[src/rtl/ext_cap_list_walker.sv]
`default_nettype none
// ============================================================================
// Module      : ext_cap_list_walker
// Description : Walks the PCI Express Extended Capability list from 0x100 and
//               reports the offset and version of the requested capability ID.
// Revision    : 1.0 - initial release
// ============================================================================
module ext_cap_list_walker #(
    parameter int REGISTER_WIDTH = 32,
    parameter int MAX_HOPS       = 64
) (
    input  logic                      clk,
    input  logic                      rst,
    input  logic                      start,
    input  logic [15:0]               target_cap_id,
    output logic                      rd_req,
    output logic [11:0]               rd_addr,
    input  logic                      rd_ack,
    input  logic [REGISTER_WIDTH-1:0] rd_data,
    output logic                      busy,
    output logic                      done,
    output logic                      found,
    output logic [11:0]               found_offset,
    output logic [3:0]                found_version,
    output logic                      error
);

    localparam int              HOP_W       = $clog2(MAX_HOPS + 1);
    localparam logic [HOP_W-1:0] c_max_hops  = HOP_W'(MAX_HOPS);
    localparam logic [11:0]     c_list_head = 12'h100;
    localparam logic [31:0]     c_no_device = 32'hFFFF_FFFF;

    typedef enum logic [1:0] {
        S_IDLE  = 2'd0,
        S_REQ   = 2'd1,
        S_CHECK = 2'd2,
        S_DONE  = 2'd3
    } state_t;

    state_t           r_state;
    state_t           w_state_nxt;

    logic [15:0]      r_target;
    logic [11:0]      r_offset;
    logic [HOP_W-1:0] r_hops;
    logic [31:0]      r_hdr;
    logic             r_found;
    logic [11:0]      r_found_offset;
    logic [3:0]       r_found_version;
    logic             r_error;

    logic             w_accept;
    logic             w_take;
    logic             w_hit;
    logic             w_fail;
    logic             w_advance;
    logic [11:0]      w_next_ptr;
    logic [15:0]      w_hdr_id;
    logic [3:0]       w_hdr_ver;

    // Bits [21:20] of the next pointer are reserved; forcing them to zero
    // also keeps every followed pointer dword aligned.
    assign w_next_ptr = {r_hdr[31:22], 2'b00};
    assign w_hdr_id   = r_hdr[15:0];
    assign w_hdr_ver  = r_hdr[19:16];

    always_ff @(posedge clk) begin
        if (rst) begin
            r_state <= S_IDLE;
        end else begin
            r_state <= w_state_nxt;
        end
    end

    always_comb begin
        w_state_nxt = r_state;
        w_accept    = 1'b0;
        w_take      = 1'b0;
        w_hit       = 1'b0;
        w_fail      = 1'b0;
        w_advance   = 1'b0;
        case (r_state)
            S_IDLE: begin
                if (start) begin
                    w_accept    = 1'b1;
                    w_state_nxt = S_REQ;
                end
            end
            S_REQ: begin
                if (rd_ack) begin
                    w_take      = 1'b1;
                    w_state_nxt = S_CHECK;
                end
            end
            S_CHECK: begin
                // First matching rule wins; only the fall-through continues the walk.
                w_state_nxt = S_DONE;
                if (r_hdr == c_no_device) begin
                    w_fail = 1'b1;
                end else if ((r_hdr == 32'd0) && (r_offset == c_list_head)) begin
                    w_fail = 1'b0;
                end else if (w_hdr_id == r_target) begin
                    w_hit = 1'b1;
                end else if (w_next_ptr == 12'd0) begin
                    w_fail = 1'b0;
                end else if (w_next_ptr < c_list_head) begin
                    w_fail = 1'b1;
                end else if (r_hops == c_max_hops) begin
                    w_fail = 1'b1;
                end else begin
                    w_advance   = 1'b1;
                    w_state_nxt = S_REQ;
                end
            end
            S_DONE: begin
                w_state_nxt = S_IDLE;
            end
            default: begin
                w_state_nxt = S_IDLE;
            end
        endcase
    end

    always_ff @(posedge clk) begin
        if (rst) begin
            r_target        <= 16'd0;
            r_offset        <= 12'd0;
            r_hops          <= '0;
            r_hdr           <= 32'd0;
            r_found         <= 1'b0;
            r_found_offset  <= 12'd0;
            r_found_version <= 4'd0;
            r_error         <= 1'b0;
        end else begin
            if (w_accept) begin
                r_target        <= target_cap_id;
                r_offset        <= c_list_head;
                r_hops          <= '0;
                r_found         <= 1'b0;
                r_found_offset  <= 12'd0;
                r_found_version <= 4'd0;
                r_error         <= 1'b0;
            end
            if (w_take) begin
                r_hdr  <= rd_data[31:0];
                r_hops <= r_hops + 1'b1;
            end
            if (w_advance) begin
                r_offset <= w_next_ptr;
            end
            if (w_hit) begin
                r_found         <= 1'b1;
                r_found_offset  <= r_offset;
                r_found_version <= w_hdr_ver;
            end
            if (w_fail) begin
                r_error <= 1'b1;
            end
        end
    end

    assign rd_req        = (r_state == S_REQ);
    assign rd_addr       = r_offset;
    assign busy          = (r_state == S_REQ) || (r_state == S_CHECK);
    assign done          = (r_state == S_DONE);
    assign found         = r_found;
    assign found_offset  = r_found_offset;
    assign found_version = r_found_version;
    assign error         = r_error;

endmodule
`default_nettype wire
[config.mk]
export PLATFORM = sky130hd
export DESIGN_NAME = ext_cap_list_walker
export DESIGN_NICKNAME = d
export VERILOG_FILES = /design/src/rtl/ext_cap_list_walker.sv
export SDC_FILE = /design/constraint.sdc
export NUM_CORES = 1
export LEC_CHECK = 0
export CAP_MARGIN = 30
export CELL_PAD_IN_SITES_DETAIL_PLACEMENT = 1
export CELL_PAD_IN_SITES_GLOBAL_PLACEMENT = 1
export CORE_MARGIN = 2
export CORE_UTILIZATION = 37
export CTS_CLUSTER_DIAMETER = 60
export DETAILED_ROUTE_END_ITERATION = 8
export PLACE_DENSITY_LB_ADDON = 0.1
export SYNTH_ARGS = -nofsm -noshare
export SYNTH_HDL_FRONTEND = slang
export SYNTH_SLANG_ARGS = --single-unit
[constraint.sdc]
create_clock -name clk -period 2.9 [get_ports clk]
set_input_delay 0.29 -clock clk [delete_from_list [all_inputs] [get_ports clk]]
set_output_delay 0.29 -clock clk [all_outputs]
set_load 0.005 [all_outputs]
Word level (Yosys, flattened, before mapping) --
Cells that the tools add are included.
Operators by class: $add $sub $neg 1, $lt $le $gt $ge 1, eq/ne operators 9, mux-type cells 42, reduce and logical (&&, ||, !) cells 10
Operators by type and width (number):
- 12-bit two-way mux | 4
- 32-bit == test (second input constant) | 1
- 32-bit logical NOT | 1
- 1-bit two-way mux | 25
- 16-bit == test | 1
- 2-bit two-way mux | 8
- 7-bit two-way mux | 2
- 12-bit logical NOT | 1
- 12-bit by 9-bit < comparator with 1-bit output (second input constant) | 1
- 10-bit by 7-bit == test with 1-bit output (second input constant) | 1
- 4-bit two-way mux | 2
- 2-bit one-hot mux with 4 select lines | 1
- 2-bit nonzero test | 4
- 7-bit by 1-bit adder with 7-bit output (second input constant) | 1
- 7-bit == test (second input constant) | 1
- 2-bit == test (second input constant) | 2
- 2-bit by 1-bit == test with 1-bit output (second input constant) | 1
- 2-bit logical NOT | 1
- 2-bit by 1-bit inequality test with 1-bit output (second input constant) | 1
- 2-bit inequality test (second input constant) | 1
- 2-bit AND reduction | 1
- 1-bit logical AND | 1
- 1-bit logical OR | 1
Word-level totals: register bits 85, bits of input ports 52, output and inout port bits 33, word-level logic and storage cells 72

Depth between registers and ports, before layout --
depth after elaboration 9, gate-level depth with buffers 8, gate-level depth less buffers 7

Worst setup path before layout --
Ideal clock, no wire load.
path type flip-flop to flip-flop, start reg r_hdr[28], end reg r_found_offset[10], in the netlist found_offset[10], setup time 0.121 ns, data arrival time 2.022 ns, required time 2.779 ns, setup slack 0.756 ns, stages on the path, launching flop included 7, path buffers 2, period minus slack after synthesis 2.144 ns, path through dfxtp_1 > or4_4 > o41ai_4 > or3_1 > buf_6 > buf_12 > mux2_4
On the way: cells in the longest elaborated chain, start to end 6, elaborated cells between the ends (all ways) 8, those cells by class eq/ne (1); mux (4); reduce/logical (3)
Ends and longest elaborated chain:
- start, declared | line 46 | logic [31:0] r_hdr;
- start signal, assigned | line 145 | r_hdr <= rd_data[31:0];
- 32-bit logical NOT | line 100 | end else if ((r_hdr == 32'd0) && (r_offset == c_list_head)) begin
- 1-bit logical AND | line 100
- 1-bit two-way mux | line 100
- 1-bit two-way mux * | line 98 | if (r_hdr == c_no_device) begin
- 1-bit two-way mux * | line 82 | case (r_state)
- 12-bit two-way mux or 2-bit nonzero test (tied branches)
- end signal, assigned | line 153 | r_found_offset <= r_offset;
- end, declared | line 48 | logic [11:0] r_found_offset;
Mark *: on every way between the ends. The rest lies on a longest branch, timed or not. A chain may end at the register's enable or synchronous reset.

Worst setup path after layout --
start reg r_hdr[13], end reg r_found_offset[3], in the netlist found_offset[3]
On the way: cells in the longest elaborated chain, start to end 6, elaborated cells between the ends (all ways) 10, those cells by class eq/ne (2); mux (5); reduce/logical (3)
Ends and longest elaborated chain (line):
- 16-bit == test or 32-bit logical NOT (tied branches) | 102, 100
- 1-bit two-way mux or 1-bit logical AND (tied branches) | 102, 100
- 1-bit two-way mux | 100
- 1-bit two-way mux * | 98
- 1-bit two-way mux * | 82
- 12-bit two-way mux or 2-bit nonzero test (tied branches)
Marked as above.

==> flow_summary.toml <==
[floorplan]
io_pins = 85
die_y_um = 104
dieArea_sq_um = 10900
die_w_um = 104
core_sq_um = 9770
start_util_pct = 38.2
num_rows = 36

[global_route]
gr-usage-all-layers_pct = 19.8
grt-ovfl-total = 0
antenna_found_initial = 0
grt_pass1_wl_um = 17300
top_usage_layer = "met2"
grt_max_degree = 67
use_met2_pct = 32.3
use_met1_pct = 26.7
first_global_vias = 3355
grt_util_met3_pct = 3.01

[power_and_ir_drop]
vdd_drop_max_mv = 0.269
p_leak_nw = 1.87
p_per_area_nw_per_um2 = 610

[worst_setup_path]
path_class = "flip-flop to flip-flop"
ff2ff_setup_slack_ns = 0.49
critPathLaunch = "r_hdr[13]$_SDFFE_PP0P_"
crit_required_ns = 3.14
cp-end-kind = "flip-flop"
max_stage_delay_ns = 0.52
path_buf_inv = 0
cp.arrival_ns = 2.65
cp_cell_sequence = "nor4_1 -> nand4_1 -> o41ai_4 -> or3_1 -> mux2_2"
critPathTopFamily = "simple AND/OR/NAND/NOR gates"
cp-start-kind = "flip-flop"
critPathSlowestCell = "or3_1"
critPathMaxFanout = 11
r2r_start = "r_hdr[13]$_SDFFE_PP0P_"

[clocking]
ctsHtreeMaxLevel = 3
clock_latency_ns = 0.35
root_buffer = "clkbuf_8"
post_cts_buffers = 0
cts_buffer_depth = 2
clock_sinks = 83
postCtsHoldBufs = 0
post_cts_resized = 0
cts_tree = "yes"
cts_buffers = 9
clkTransAtPathRegs_ns = 0.08

[sta]
maxSlewViolCount = 0
skew_ns = 0.0111
rsz0062_at_grt = "no"
slew_headroom_pct = 38.2
worst_pin_slew_ns = 0.926
fmax_mhz = 416
hold_slack_ns = 0.466
period_share_pct = 82.9
min_period_ns = 2.41
final-hold-violation-count = 0
fin_tns_setup_ns = 0
finalSetupViolCount = 0
setup_ws_ns = 0.495

[drt]
via_per_inst = 5.12
avgRoutedWirePerCell_um = 16.3
via_count = 3362
routed_wl_um = 10700
drt_iter0_markers = 196
ant_nets = 0
firstDrtPassIters = 4
drc_errors = 0

[logic_synthesis]
ys.flop_type = "dfxtp_1"
syn_area_sq_um = 3730
synth_top_cell_by_area = "dfxtp_1"
synth_area_per_cell_sq_um = 8.37
ys_types = 43
yosysSeqAreaShare_pct = 44.5
synthArstFlopShare_pct = 0
ys_seq_elements = 83
synth_top_area_share_pct = 44.5
synth_edf_count = 0
netlist_instances = 446
yosys-top-cells-area = "dfxtp_1 45%, nand2_1 13%, a21oi_1 7.4%"
yosys_warnings = 0

[worst_hold_path]
holdCritStartpoint = "found$_SDFFE_PP0P_"
hold_path.class = "flip-flop to flip-flop"

[flow_run]
cap_viol_max_count = 0

[placed_design]
dp_hpwl_um = 7930
gp_congestion = 0.799
place_area_sq_um = 4640
dp_cells = 643
place_ws_ns = 0.470
portBuffers = 80

[finish]
finalInstanceArea_sq_um = 4790
finalNetCount = 580
multi_input_area_sq_um = 1900
n_fill_cell = 1206
regArea_sq_um = 1660
diodes = 0
finalNonFillerCells = 657
layout-drive-gt1-share_pct = 8.59
area_growth_pct = 28.3

[outcome]
status = "finished, final reports clean"
[state kept, by name, summed over array words and instances, names as in the netlist]
signal / cells
error: 1
found: 1
found_offset: 10
found_version: 4
r_hdr: 32
r_hops: 7
r_state: 2
r_target: 16
rd_addr: 10
[per-layer routing]
layer	vias to the layer above	wire, um
li1	1664	-
met1	1622	5370
met2	68	4890
met3	8	381
met4	0	95
met5	-	0
[report_power, final]
group / switching, W / internal [W] / total, W
Clock: 0.000402 / 0.000296 / 0.000699
Sequential: 0.000130 / 0.00125 / 0.00138
Combinational: 0.000480 / 0.000362 / 0.000842
Total: 0.00101 / 0.00191 / 0.00292
[final timing paths]
check,endpoint,cells past startpoint
max,found_offset[3]$_SDFFE_PP0P_,5
min,found$_SDFFE_PP0P_,2
max reg2reg,found_offset[3]$_SDFFE_PP0P_,5
min reg2reg,found$_SDFFE_PP0P_,2
[cells by family (layout without fill, tap and decap cells)]
logic type,count (synthesis),count (layout),share of synthesized area (%)
buf+inv,39,114,5.00
xor+xnor,17,17,3.99
simple gates,205,205,25.9
fa+ha+maj,7,7,2.35
mux,21,21,6.40
flops,83,83,44.5
other cells,1,4,0.100
compound gates,73,73,11.7
[per-stage QoR]
stage                     util (%)  power [W]
final                         49.0    0.00292
after global routing          49.0    0.00310
after CTS                     49.0    0.00295
after detailed placement      47.5    0.00226
after global placement        47.5    0.00223
after floorplan                  -    0.00191
[worst reg2reg max path: cells and delay by family, from the launching register on]
kind | cells | cell delay (ns)
simple gates | 3 | 1.13
compound gates | 1 | 0.42
mux | 1 | 0.40
flops | 1 | 0.36
[Yosys cell counts (2+ instances only)]
cell      instances
a21oi_1          55
a22oi_1           2
a41o_1            5
and2_1            3
and3_1           11
buf_1             3
buf_4             4
clkbuf_1         21
dfxtp_1          83
ha_1              7
inv_1             8
mux2_2            7
mux2_4            4
mux2i_1          10
nand2_1         128
nand2b_1          2
nand3_1           2
nand4_1          12
nor2_1           10
nor2b_1           9
nor3_1            2
nor4_1           16
nor4_2            4
o21ai_0           3
or3_1             2
xor2_1           16
[area by class of cell]
class	instances	area share, %
Multi-Input combinational cell	327	39.6
Inverter	8	0.627
Tap cell	133	3.48
Clock buffer	10	2.67
Clock inverter	4	0.418
Sequential cell	83	34.7
Timing Repair Buffer	92	18.5
[placed cells by master, fill, tap and decap left out, types with 5 or more instances in the layout]
cell	instances
inv_1	8
nand4_1	12
nor2b_1	9
a21oi_1	55
nor4_1	16
clkbuf_8	9
a41o_1	5
nor2_1	10
ha_1	7
nand2_1	128
and3_1	11
dfxtp_1	83
mux2i_1	10
buf_4	12
xor2_1	16
mux2_2	7
clkdlybuf4s50_1	79
No activity file was read; power rests on OpenSTA's default activity.
